**src/rtl/fetch_unit_if.sv**
```systemverilog
// Instruction-memory request/response bus plus the fetch->decode handoff.
// master = fetch_unit side, slave = memory/decode environment side.
interface fetch_unit_if;
    logic        imem_req;
    logic [31:0] imem_addr;
    logic        imem_gnt;
    logic        imem_rvalid;
    logic [31:0] imem_rdata;
    logic        id_valid;
    logic        id_ready;
    logic [31:0] id_instr;
    logic [31:0] id_pc;
    logic        id_fault;

    modport master (
        output imem_req, imem_addr,
        input  imem_gnt, imem_rvalid, imem_rdata,
        output id_valid, id_instr, id_pc, id_fault,
        input  id_ready
    );

    modport slave (
        input  imem_req, imem_addr,
        output imem_gnt, imem_rvalid, imem_rdata,
        input  id_valid, id_instr, id_pc, id_fault,
        output id_ready
    );
endinterface

```
**src/rtl/fetch_unit.sv**
```systemverilog
// Fetch stage: one outstanding imem request, fetch buffer of DEPTH entries,
// drives program_counter hold/redirect and flags misaligned PCs as faults.
module fetch_unit #(
    parameter int DEPTH = 2
) (
    input  logic        clk_i,
    input  logic        rst_i,
    input  logic [31:0] pc_i,
    output logic        pc_we_o,
    output logic [31:0] pc_next_o,
    input  logic        redirect_i,
    input  logic [31:0] redirect_addr_i,
    fetch_unit_if.master bus
);
    localparam int AW = $clog2(DEPTH);
    localparam int CW = AW + 1;

    typedef struct packed {
        logic [31:0] instr;
        logic [31:0] pc;
        logic        fault;
    } entry_t;

    entry_t          mem [DEPTH];
    logic [AW-1:0]   rd_ptr, wr_ptr;
    logic [CW-1:0]   count;
    logic            outstanding, drop, halt;
    logic [31:0]     inflight_pc;

    logic            misaligned, credit_ok, can_issue, grant, rsp;
    logic            rsp_push, flt_push, pop;
    logic [1:0]      n_push;

    // Credit counts buffered plus in-flight words so a response always has a slot.
    assign misaligned = |pc_i[1:0];
    assign credit_ok  = (count + CW'(outstanding)) < CW'(DEPTH);
    assign can_issue  = !rst_i && !redirect_i && !halt
                        && (!outstanding || bus.imem_rvalid) && credit_ok;

    assign bus.imem_req  = can_issue && !misaligned;
    assign bus.imem_addr = pc_i;

    assign grant    = bus.imem_req && bus.imem_gnt;
    assign rsp      = outstanding && bus.imem_rvalid;
    assign rsp_push = rsp && !drop && !redirect_i;
    assign flt_push = can_issue && misaligned;
    assign pop      = bus.id_valid && bus.id_ready && !redirect_i;
    assign n_push   = {1'b0, rsp_push} + {1'b0, flt_push};

    always_comb begin
        pc_we_o   = 1'b1;
        pc_next_o = pc_i;
        if (!rst_i) begin
            if (redirect_i)
                pc_next_o = redirect_addr_i;
            else if (grant)
                pc_we_o = 1'b0;
        end
    end

    assign bus.id_valid = (count != '0);
    assign bus.id_instr = mem[rd_ptr].instr;
    assign bus.id_pc    = mem[rd_ptr].pc;
    assign bus.id_fault = mem[rd_ptr].fault;

    always_ff @(posedge clk_i or posedge rst_i) begin
        if (rst_i) begin
            rd_ptr      <= '0;
            wr_ptr      <= '0;
            count       <= '0;
            outstanding <= 1'b0;
            drop        <= 1'b0;
            halt        <= 1'b0;
            inflight_pc <= '0;
        end else begin
            if (grant) begin
                outstanding <= 1'b1;
                inflight_pc <= pc_i;
            end else if (rsp) begin
                outstanding <= 1'b0;
            end

            // A flushed request still owes us one word; swallow it when it lands.
            if (rsp)
                drop <= 1'b0;
            else if (redirect_i && outstanding)
                drop <= 1'b1;

            if (redirect_i)
                halt <= 1'b0;
            else if (flt_push)
                halt <= 1'b1;

            if (redirect_i) begin
                rd_ptr <= '0;
                wr_ptr <= '0;
                count  <= '0;
            end else begin
                wr_ptr <= wr_ptr + AW'(n_push);
                rd_ptr <= rd_ptr + AW'(pop);
                count  <= count + CW'(n_push) - CW'(pop);
            end
        end
    end

    // A response and a fault can land together; the response is older.
    always_ff @(posedge clk_i) begin
        if (rsp_push)
            mem[wr_ptr] <= '{instr: bus.imem_rdata, pc: inflight_pc, fault: 1'b0};
        if (flt_push)
            mem[wr_ptr + AW'(rsp_push)] <= '{instr: 32'h0, pc: pc_i, fault: 1'b1};
    end

    assert property (@(posedge clk_i) disable iff (rst_i)
        redirect_i || (int'(count) + int'(n_push) <= DEPTH + int'(pop)));

endmodule

```
**src/flat_wrapper.sv**
```systemverilog
// flat-port wrapper written by rule: the top's interface ports become plain ports
module fetch_unit_flat 
#(
    parameter int DEPTH = 2
)
  (clk_i, rst_i, pc_i, pc_we_o, pc_next_o, redirect_i, redirect_addr_i, bus_imem_req, bus_imem_addr, bus_imem_gnt, bus_imem_rvalid, bus_imem_rdata, bus_id_valid, bus_id_instr, bus_id_pc, bus_id_fault, bus_id_ready);
  fetch_unit_if bus_i ();
  input  logic clk_i;
  input  logic rst_i;
  input  logic [31:0] pc_i;
  output logic pc_we_o;
  output logic [31:0] pc_next_o;
  input  logic redirect_i;
  input  logic [31:0] redirect_addr_i;
  output wire logic [$bits(bus_i.imem_req)-1:0] bus_imem_req;
  output wire logic [$bits(bus_i.imem_addr)-1:0] bus_imem_addr;
  input wire logic [$bits(bus_i.imem_gnt)-1:0] bus_imem_gnt;
  input wire logic [$bits(bus_i.imem_rvalid)-1:0] bus_imem_rvalid;
  input wire logic [$bits(bus_i.imem_rdata)-1:0] bus_imem_rdata;
  output wire logic [$bits(bus_i.id_valid)-1:0] bus_id_valid;
  output wire logic [$bits(bus_i.id_instr)-1:0] bus_id_instr;
  output wire logic [$bits(bus_i.id_pc)-1:0] bus_id_pc;
  output wire logic [$bits(bus_i.id_fault)-1:0] bus_id_fault;
  input wire logic [$bits(bus_i.id_ready)-1:0] bus_id_ready;
  assign bus_imem_req = bus_i.imem_req;
  assign bus_imem_addr = bus_i.imem_addr;
  assign bus_i.imem_gnt = bus_imem_gnt;
  assign bus_i.imem_rvalid = bus_imem_rvalid;
  assign bus_i.imem_rdata = bus_imem_rdata;
  assign bus_id_valid = bus_i.id_valid;
  assign bus_id_instr = bus_i.id_instr;
  assign bus_id_pc = bus_i.id_pc;
  assign bus_id_fault = bus_i.id_fault;
  assign bus_i.id_ready = bus_id_ready;
  fetch_unit #(.DEPTH(DEPTH)) u_core (.clk_i(clk_i), .rst_i(rst_i), .pc_i(pc_i), .pc_we_o(pc_we_o), .pc_next_o(pc_next_o), .redirect_i(redirect_i), .redirect_addr_i(redirect_addr_i), .bus(bus_i));
endmodule
```
**config.mk**
```make
export PLATFORM = sky130hd
export DESIGN_NAME = fetch_unit_flat
export DESIGN_NICKNAME = d
export VERILOG_FILES = /design/src/rtl/fetch_unit_if.sv /design/src/rtl/fetch_unit.sv /design/src/flat_wrapper.sv
export SDC_FILE = /design/constraint.sdc
export NUM_CORES = 1
export LEC_CHECK = 0
export CAP_MARGIN = 0
export CORE_ASPECT_RATIO = 0.75
export CORE_MARGIN = 2
export CORE_UTILIZATION = 34
export CTS_BUF_LIST = sky130_fd_sc_hd__clkbuf_8 sky130_fd_sc_hd__clkbuf_16
export DETAILED_ROUTE_END_ITERATION = 12
export DONT_BUFFER_PORTS = 1
export PLACE_DENSITY = 0.48
export SETUP_SLACK_MARGIN = 0.1
export SYNTH_ARGS = -nofsm -noshare
export SYNTH_HDL_FRONTEND = slang
export SYNTH_SLANG_ARGS = --single-unit
```
**constraint.sdc**
```tcl
create_clock -name clk_i -period 7.1 [get_ports clk_i]
set_input_delay 1.42 -clock clk_i [delete_from_list [all_inputs] [get_ports clk_i]]
set_output_delay 1.42 -clock clk_i [all_outputs]
set_load 0.01 [all_outputs]
```
==> results_dict.tcl, run 1 <==
set metrics [dict create \
    status "complete, no violations" \
    drc 0 \
    synth.avg_cell_area_um2 11.2 \
    clk_path_buf_depth 2 \
    ys_warn_count 0 \
    powerDensity_nw_per_um2 281 \
    hold_buffers 0 \
    postCtsSetupBuffers 0 \
    min_to "u_core.mem[0][0]$_SDFFE_PP1N_" \
    grt_max_degree 68 \
    synth_edf_count 64 \
    diodes 0 \
    holdWs_ps 463 \
    drive_gt1_share_pct 19.8 \
    synth_cell_types 36 \
    p_int_mw 1.88 \
    finish.utilization_pct 37.4 \
    coreArea_um2 24200 \
    path_cells "nor2b_4 > o21ai_0" \
    first_pass_iters 5 \
    fillers 2334 \
    die_w_um 186 \
    worstSetupEndpointType "primary output" \
    ant_nets 0 \
    tightest_slew_ps 1210 \
    timing.final.crit_share_pct 60.1 \
    total_power_mw 2.54 \
    drt-initial-drc-count 158 \
    ys_ff_latch 169 \
    initial_core_util_pct 34.9 \
    slew_violations 0 \
    cts_made_buffers 17 \
    switching_power_uw 654 \
    switching_share_pct 25.8 \
    viasPerCell 4.91 \
    clk_latency_ps 430 \
    p_seq_share_pct 47.8 \
    pwr-share-comb_pct 13.5 \
    dieArea_um2 26100 \
    cp.buffers_inverters 0 \
    dp.cells 1007 \
    wl_per_cell_um 19.4 \
    pre_cts_ws_ps 2620 \
    place_hpwl_um 12200 \
    peakVddDrop_uv 166 \
    place_area_um2 8410 \
    ys.flop_type "dfxtp_1" \
    tns_ps 0 \
    period_minus_slack_ps 4270 \
    crit_path_start_kind "input port" \
    critPathRequiredTime_ps 5680 \
    cts_tree "yes" \
    r2r_cells 5 \
    worst_path_max_delay_cell "nor2b_4" \
    final_area_um2 9030 \
    syn_nets 860 \
    max_cap_viol_count 0 \
    final_nets 802 \
    max_freq_mhz 234 \
    drt_wl_total_um 20100 \
    synthToLayoutAreaGrowth_pct 7.20 \
    ctsResizeCount 0 \
    die_y_um 140 \
    hold_depth 2 \
    synth-seq-area-share_pct 50.1 \
    synth.cell_area_um2 8430 \
    worstPathArrival_ps 2850 \
    rsz0062_at_grt "false" \
    row_count 49 \
    hold_viol 0 \
    finalSetupViolations 0 \
    hp-class "reg2reg" \
    fin_worst_skew_ps 12.0 \
    clk_pin_slew_ps 60 \
    worst-path-stages 2 \
    root_buffer "clkbuf_16" \
    clkSinkCount 169 \
    setup_ws_ps 2830 \
    ys_async_sr_fraction_pct 23.1 \
    grt_overflow 0 \
    grt_first_pass_wirelength_um 31200 \
    grt_pass1_vias 5272 \
    grt_util_all_layers_pct 15.8 \
    critPathTopFamily "simple AND/OR/NAND/NOR gates" \
    via_count 5102 \
    maxSlewHeadroom_pct 18.9 \
    layout.cells.non_filler 1039 \
    r2r-start "u_core.outstanding$_DFFE_PP0P_" \
    ios 234 \
    port_buffers 0 \
    worst-path-max-fanout 62 \
    r2r-end "u_core.mem[0][24]$_DFFE_PP_" \
    worstHoldStart "u_core.mem[0][0]$_SDFFE_PP1N_" \
    cpPeakStageDelay_ps 940 \
    place.gp.congestion 0.800 \
    syn_inst 753 \
    antenna_found_initial 0 \
    power_leakage_nw 3.60 \
    cts.htree.levels 4 \
    r2r_slack_ps 3690 \
    critical_path_class "in2out" \
    pwr-share-clk_pct 38.7 \
]
[how the worst max path moves through the flow]
stage | end | start | slack, ps
after floorplan | u_core.mem[0][10]$_DFFE_PP_ | redirect_i | 2780
after global placement | u_core.mem[0][28]$_DFFE_PP_ | redirect_i | 2670
after detailed placement | u_core.mem[0][27]$_DFFE_PP_ | redirect_i | 2620
after CTS | pc_next_o[3] | redirect_i | 2760
after global routing | pc_next_o[3] | redirect_i | 2610
final | pc_next_o[3] | redirect_i | 2830
[cells in the mapped netlist, types with 7 or more instances]
library cell	number	area (um^2)
mux2_2	70	788
nand2_1	99	372
inv_1	38	143
buf_6	7	78.8
o21ai_0	34	170
edfxtp_1	64	1920
buf_2	14	70.1
mux2i_1	124	1240
mux2_4	26	390
clkbuf_1	22	82.6
dfxtp_1	66	1320
dfrtp_1	39	976
nor2_1	70	263
buf_4	35	263
[power groups by stage]
stage / clock, mW / sequential (mW) / combinational (mW)
final: 0.982 / 1.21 / 0.343
after global routing: 1.05 / 1.23 / 0.374
after CTS: 1.01 / 1.21 / 0.350
after detailed placement: 0 / 1.23 / 0.347
after global placement: 0 / 1.23 / 0.342
after floorplan: 0 / 1.18 / 0.334
[flip-flops by register name, indices dropped and copies added, names as in the netlist]
register / flops
u_core.wr_ptr: 1
u_core.drop: 1
u_core.mem: 130
u_core.rd_ptr: 1
u_core.count: 2
u_core.inflight_pc: 32
u_core.halt: 1
u_core.outstanding: 1
[routing by layer]
layer  up-vias  track usage [%]  share of wire [%]
met5         -                0                  0
met4         0             4.81                1.2
met3        14             5.43                7.5
met2       169             25.6                 47
met1      2505             20.0                 45
li1       2414                -                  -
[area by class of cell]
type,count,area [um^2],share of cell area [%]
clock buffers,18,439,4.86
clock inverters,14,181,2.01
inverters,38,143,1.58
multi-input cells,464,3590,39.8
flip-flops and latches,169,4220,46.8
well taps,331,414,4.59
repair buffers,5,37.5,0.416
[layout by cell type (no fill, tap or decap), types with 2 or more instances in the layout]
master        n
a21oi_1       4
a32o_1        2
and2_1        2
and3_1        2
buf_4         5
bufinv_16     4
clkbuf_16    17
clkinv_1      3
clkinvlp_4    5
dfrtp_1      38
dfxtp_1      66
edfxtp_1     64
ha_1          2
ha_4          2
inv_1        38
mux2_2       70
mux2_4       26
mux2i_1     124
nand2_1      99
nand2b_1      2
nor2_1       70
nor2b_1       3
o211ai_1      3
o21ai_0      34
or2_2         2
xnor2_1       2
xor2_1        2
[cell families after synthesis]
kind of cell,synth area share [%]
compound gates,3.15
xor+xnor,0.416
fa+ha+maj,0.832
buf+inv,7.74
flops,50.1
mux,28.7
simple gates,9.07
Note: power is estimated with default switching activity, not from simulation.
==> run 2, diff against run 1 <==
- PLACE_DENSITY: 0.48 -> 0.5
- clock period: 7.1 -> 3.85 ns (I/O delays scaled with it)
==> results_dict.tcl, run 2 (synthesis gave the netlist of run 1 again) <==
set metrics [dict create \
    initial_core_util_pct 34.9 \
    postCtsSetupBuffers 0 \
    grt_util_all_layers_pct 16.1 \
    max_freq_mhz 317 \
    switching_share_pct 26.7 \
    ctsResizeCount 0 \
    final_common_cell "mux2i_1" \
    worstHoldStart "redirect_i" \
    root_buffer "clkbuf_16" \
    finalSetupViolations 0 \
    maxSlewHeadroom_pct 22.0 \
    worstPathArrival_ps 2380 \
    final_nets 810 \
    r2r_cells 6 \
    clk_latency_ps 420 \
    period_minus_slack_ps 3150 \
    cts_tree "yes" \
    clk_path_buf_depth 2 \
    hp-class "in2reg" \
    worst_path_max_delay_cell "dfrtp_2" \
    viasPerCell 4.94 \
    drt-initial-drc-count 164 \
    grt_max_degree 46 \
    p_seq_share_pct 47.6 \
    critPathRequiredTime_ps 3080 \
    place.gp.congestion 0.796 \
    row_count 49 \
    clkSinkCount 169 \
    reg.largest.list "u_core.mem x130, u_core.inflight_pc x32, u_core.count x2" \
    synthToLayoutAreaGrowth_pct 8.26 \
    worstSetupEndpointType "primary output" \
    die_w_um 186 \
    cts_made_buffers 17 \
    final_cell_mix "124 x mux2i_1, 99 x nand2_1, 70 x nor2_1, 70 x mux2_2, 66 x dfxtp_1" \
    drt_wl_total_um 20500 \
    via_count 5180 \
    min_to "u_core.rd_ptr$_DFF_PP0_" \
    grt_pass1_vias 5527 \
    critPathTopFamily "flip-flops" \
    drc 0 \
    status "complete, no violations" \
    r2r_slack_ps 1170 \
    r2r-end "u_core.mem[1][13]$_DFFE_PP_" \
    coreArea_um2 24200 \
    largest-register "u_core.mem" \
    first_pass_iters 4 \
    peakVddDrop_uv 271 \
    crit_path_start_kind "flop" \
    critical_path_class "reg2out" \
    cts.htree.levels 4 \
    port_buffers 0 \
    rsz0062_at_grt "false" \
    path_cells "buf_4 > mux2_2" \
    grt_overflow 0 \
    drive_gt1_share_pct 21.1 \
    cp.buffers_inverters 1 \
    switching_power_mw 1.24 \
    place_hpwl_um 13500 \
    slew_violations 0 \
    ios 234 \
    hold_depth 1 \
    max_cap_viol_count 0 \
    finish.utilization_pct 37.8 \
    ant_nets 0 \
    fin_worst_skew_ps 10.0 \
    wl_per_cell_um 19.5 \
    powerDensity_nw_per_um2 510 \
    tightest_slew_ps 1170 \
    worst-path-max-fanout 45 \
    hold_viol 0 \
    place_area_um2 8520 \
    antenna_found_initial 1 \
    holdWs_ps 406 \
    grt_first_pass_wirelength_um 32000 \
    largest_reg_flops 130 \
    power_leakage_nw 3.67 \
    p_int_mw 3.41 \
    tns_ps 0 \
    dieArea_um2 26100 \
    pwr-share-clk_pct 38.0 \
    r2r-start "u_core.halt$_DFFE_PP0P_" \
    clk_pin_slew_ps 70 \
    cpPeakStageDelay_ps 1150 \
    pwr-share-comb_pct 14.4 \
    die_y_um 140 \
    timing.final.crit_share_pct 81.9 \
    hold_buffers 0 \
    final_area_um2 9120 \
]
run 2: cell count changes in the layout (fill, tap and decap cells not counted), moves of 2 or more:
cell	delta
buf_12	+4
clkinvlp_4	-5
inv_4	+3
buf_4	+4
clkinv_1	-3
clkinv_2	+3
inv_6	+4
diode_2	+2
run 2: area by class of cell:
cell class,count,area (um^2)
clock inverters,15,171
well taps,331,414
inverters,38,143
repair buffers,13,148
clock buffers,17,425
multi-input cells,464,3590
flip-flops and latches,169,4220
diodes,2,5.00
fillers,2361,15000
run 2: power by group through the flow:
stage	clock network, mW	registers [mW]	logic, mW
final	1.77	2.21	0.671
after global routing	1.91	2.24	0.732
after CTS	1.82	2.21	0.685
after detailed placement	0	2.25	0.680
after global placement	0	2.24	0.668
after floorplan	0	2.17	0.616
run 2: routing by layer:
layer / up-vias / global-route usage [%] / wire length, um
li1: 2437 / - / -
met1: 2545 / 21.3 / 9270
met2: 175 / 24.9 / 9300
met3: 23 / 5.07 / 1520
met4: 0 / 5.43 / 393
met5: - / 0 / 0
run 2: stage by stage:
stage	std cells	power [mW]	setup slack (ps)
6_report	1049	4.65	697
3_3_place_gp	1015	2.91	919
4_1_cts	1047	4.72	622
3_5_place_dp	1015	2.93	782
2_1_floorplan	753	2.79	181
5_1_grt	1049	4.88	550
run 2: worst max-delay path by stage:
stage	startpoint	end	slack, ps	cells after the start
floorplan	redirect_i	u_core.mem[0][10]$_DFFE_PP_	180	8
global placement	redirect_i	u_core.mem[1][10]$_DFFE_PP_	920	6
detailed placement	redirect_i	u_core.mem[1][10]$_DFFE_PP_	780	6
CTS	u_core.rd_ptr$_DFF_PP0_	bus_id_pc[18]	620	2
finish	u_core.rd_ptr$_DFF_PP0_	bus_id_pc[18]	700	2
global route	u_core.rd_ptr$_DFF_PP0_	bus_id_pc[18]	550	2
==> run 3, diff against run 2 <==
- PLACE_DENSITY: 0.5 -> 0.48
- clock period: 3.85 -> 3.2 ns (I/O delays scaled with it)
==> results_dict.tcl, run 3 (synthesis gave the netlist of run 1 again) <==
set metrics [dict create \
    status "complete, no violations" \
    seq_area_um2 4220 \
    period_minus_slack_ps 2620 \
    largest-register "u_core.mem" \
    drc 0 \
    port_buffers 0 \
    clk_pin_slew_ps 70 \
    worstPathArrival_ps 1980 \
    wl_per_cell_um 19.5 \
    drt-initial-drc-count 213 \
    initial_core_util_pct 34.9 \
    hold_buffers 0 \
    viasPerCell 4.83 \
    grt_util_all_layers_pct 16.0 \
    cpPeakStageDelay_ps 820 \
    powerDensity_nw_per_um2 606 \
    clk_path_buf_depth 2 \
    tns_ps 0 \
    via_count 5068 \
    critical_path_class "reg2out" \
    grt_overflow 0 \
    tightest_slew_ps 982 \
    largest_reg_flops 130 \
    slew_violations 0 \
    cts_tree "yes" \
    cts_made_buffers 17 \
    antenna_found_initial 1 \
    coreArea_um2 24200 \
    fin_worst_skew_ps 10.1 \
    grt_pass1_vias 5312 \
    setup_ws_ps 581 \
    clk_latency_ps 430 \
    synthToLayoutAreaGrowth_pct 8.79 \
    final_cell_mix "124 x mux2i_1, 99 x nand2_1, 70 x nor2_1, 70 x mux2_2, 66 x dfxtp_1" \
    hp-class "in2reg" \
    multi_input_comb_area_um2 3600 \
    max_freq_mhz 382 \
    final_common_cell "mux2i_1" \
    dp.cells 1016 \
    row_count 49 \
    final_nets 811 \
    layout.cells.non_filler 1049 \
    postCtsSetupBuffers 0 \
    timing.final.crit_share_pct 81.9 \
    worstSetupEndpointType "primary output" \
    pre_cts_ws_ps 483 \
    place_hpwl_um 13400 \
    grt_max_degree 40 \
    root_buffer "clkbuf_16" \
    place.gp.congestion 0.756 \
    critPathTopFamily "flip-flops" \
    ant_nets 0 \
    drt_wl_total_um 20400 \
    maxSlewHeadroom_pct 34.6 \
    reg.largest.list "u_core.mem x130, u_core.inflight_pc x32, u_core.count x2" \
    hold_viol 0 \
    worst_path_max_delay_cell "dfrtp_4" \
    finalSetupViolations 0 \
    path_cells "buf_12 > mux2_2" \
    critPathRequiredTime_ps 2560 \
    r2r_slack_ps 730 \
    dieArea_um2 26100 \
    first_pass_iters 5 \
    drive_gt1_share_pct 21.2 \
    die_y_um 140 \
    die_w_um 186 \
    grt_first_pass_wirelength_um 31400 \
    crit_path_start_kind "flop" \
    power_leakage_nw 3.68 \
    fillers 2351 \
    clkSinkCount 169 \
    max_cap_viol_count 0 \
    peakVddDrop_uv 319 \
    ctsResizeCount 0 \
    ios 234 \
    cts.htree.levels 4 \
    cp.buffers_inverters 1 \
    rsz0062_at_grt "false" \
    worst-path-max-fanout 37 \
]
==> run 3: per-layer routing <==
metal,wire length (um),global-route usage (%),up-vias,share of wire [%]
li1,-,-,2429,-
met1,9350,20.4,2467,46
met2,9450,25.6,165,46
met3,1540,6.37,7,7.6
met4,93,3.44,0,0.46
met5,0,0,-,0
==> run 3: worst register-to-register path, cell delays in order (launching register included) <==
cell,delay [ps]
dfrtp_1,420
nand2_1,60
or3_1,360
inv_1,270
ha_4,290
nor3_2,290
buf_4,320
buf_4,280
nor2_1,70
==> run 3: cell type report <==
type                            instances  share of cell area [%]
Tap cell                              331                    4.52
Multi-Input combinational cell        464                    39.3
Clock buffer                           22                    5.76
Sequential cell                       169                    46.1
Timing Repair Buffer                   14                    1.97
Inverter                               38                    1.56
Antenna cell                            1                  0.0273
Clock inverter                         10                   0.833
==> run 3: path summary, 6_finish.rpt <==
kind	cells after the start	from	end
worst min register to register	2	u_core.mem[0][0]$_SDFFE_PP1N_	u_core.mem[0][0]$_SDFFE_PP1N_
worst max register to register	8	u_core.outstanding$_DFFE_PP0P_	u_core.mem[1][35]$_SDFFE_PP0N_
worst max-delay path	2	u_core.rd_ptr$_DFF_PP0_	bus_id_instr[31]
max in group asynchronous	1	rst_i	u_core.rd_ptr$_DFF_PP0_
min in group asynchronous	1	rst_i	u_core.halt$_DFFE_PP0P_
worst min-delay path	1	redirect_i	u_core.rd_ptr$_DFF_PP0_
==> run 3: per-stage QoR <==
stage               hold slack (ps)  utilization, %  total power [mW]  area, um^2
CTS                             242            37.9              5.64        9160
floorplan                       431               -              3.36        8430
global placement                450            35.4              3.51        8560
detailed placement              452            35.4              3.53        8560
finish                          272            37.9              5.55        9170
global route                    237            37.9              5.81        9160
==> run 3: power by group <==
part	switching, mW	internal, mW
logic	0.416	0.401
registers	0.180	2.47
clock network	0.896	1.19
total	1.49	4.06
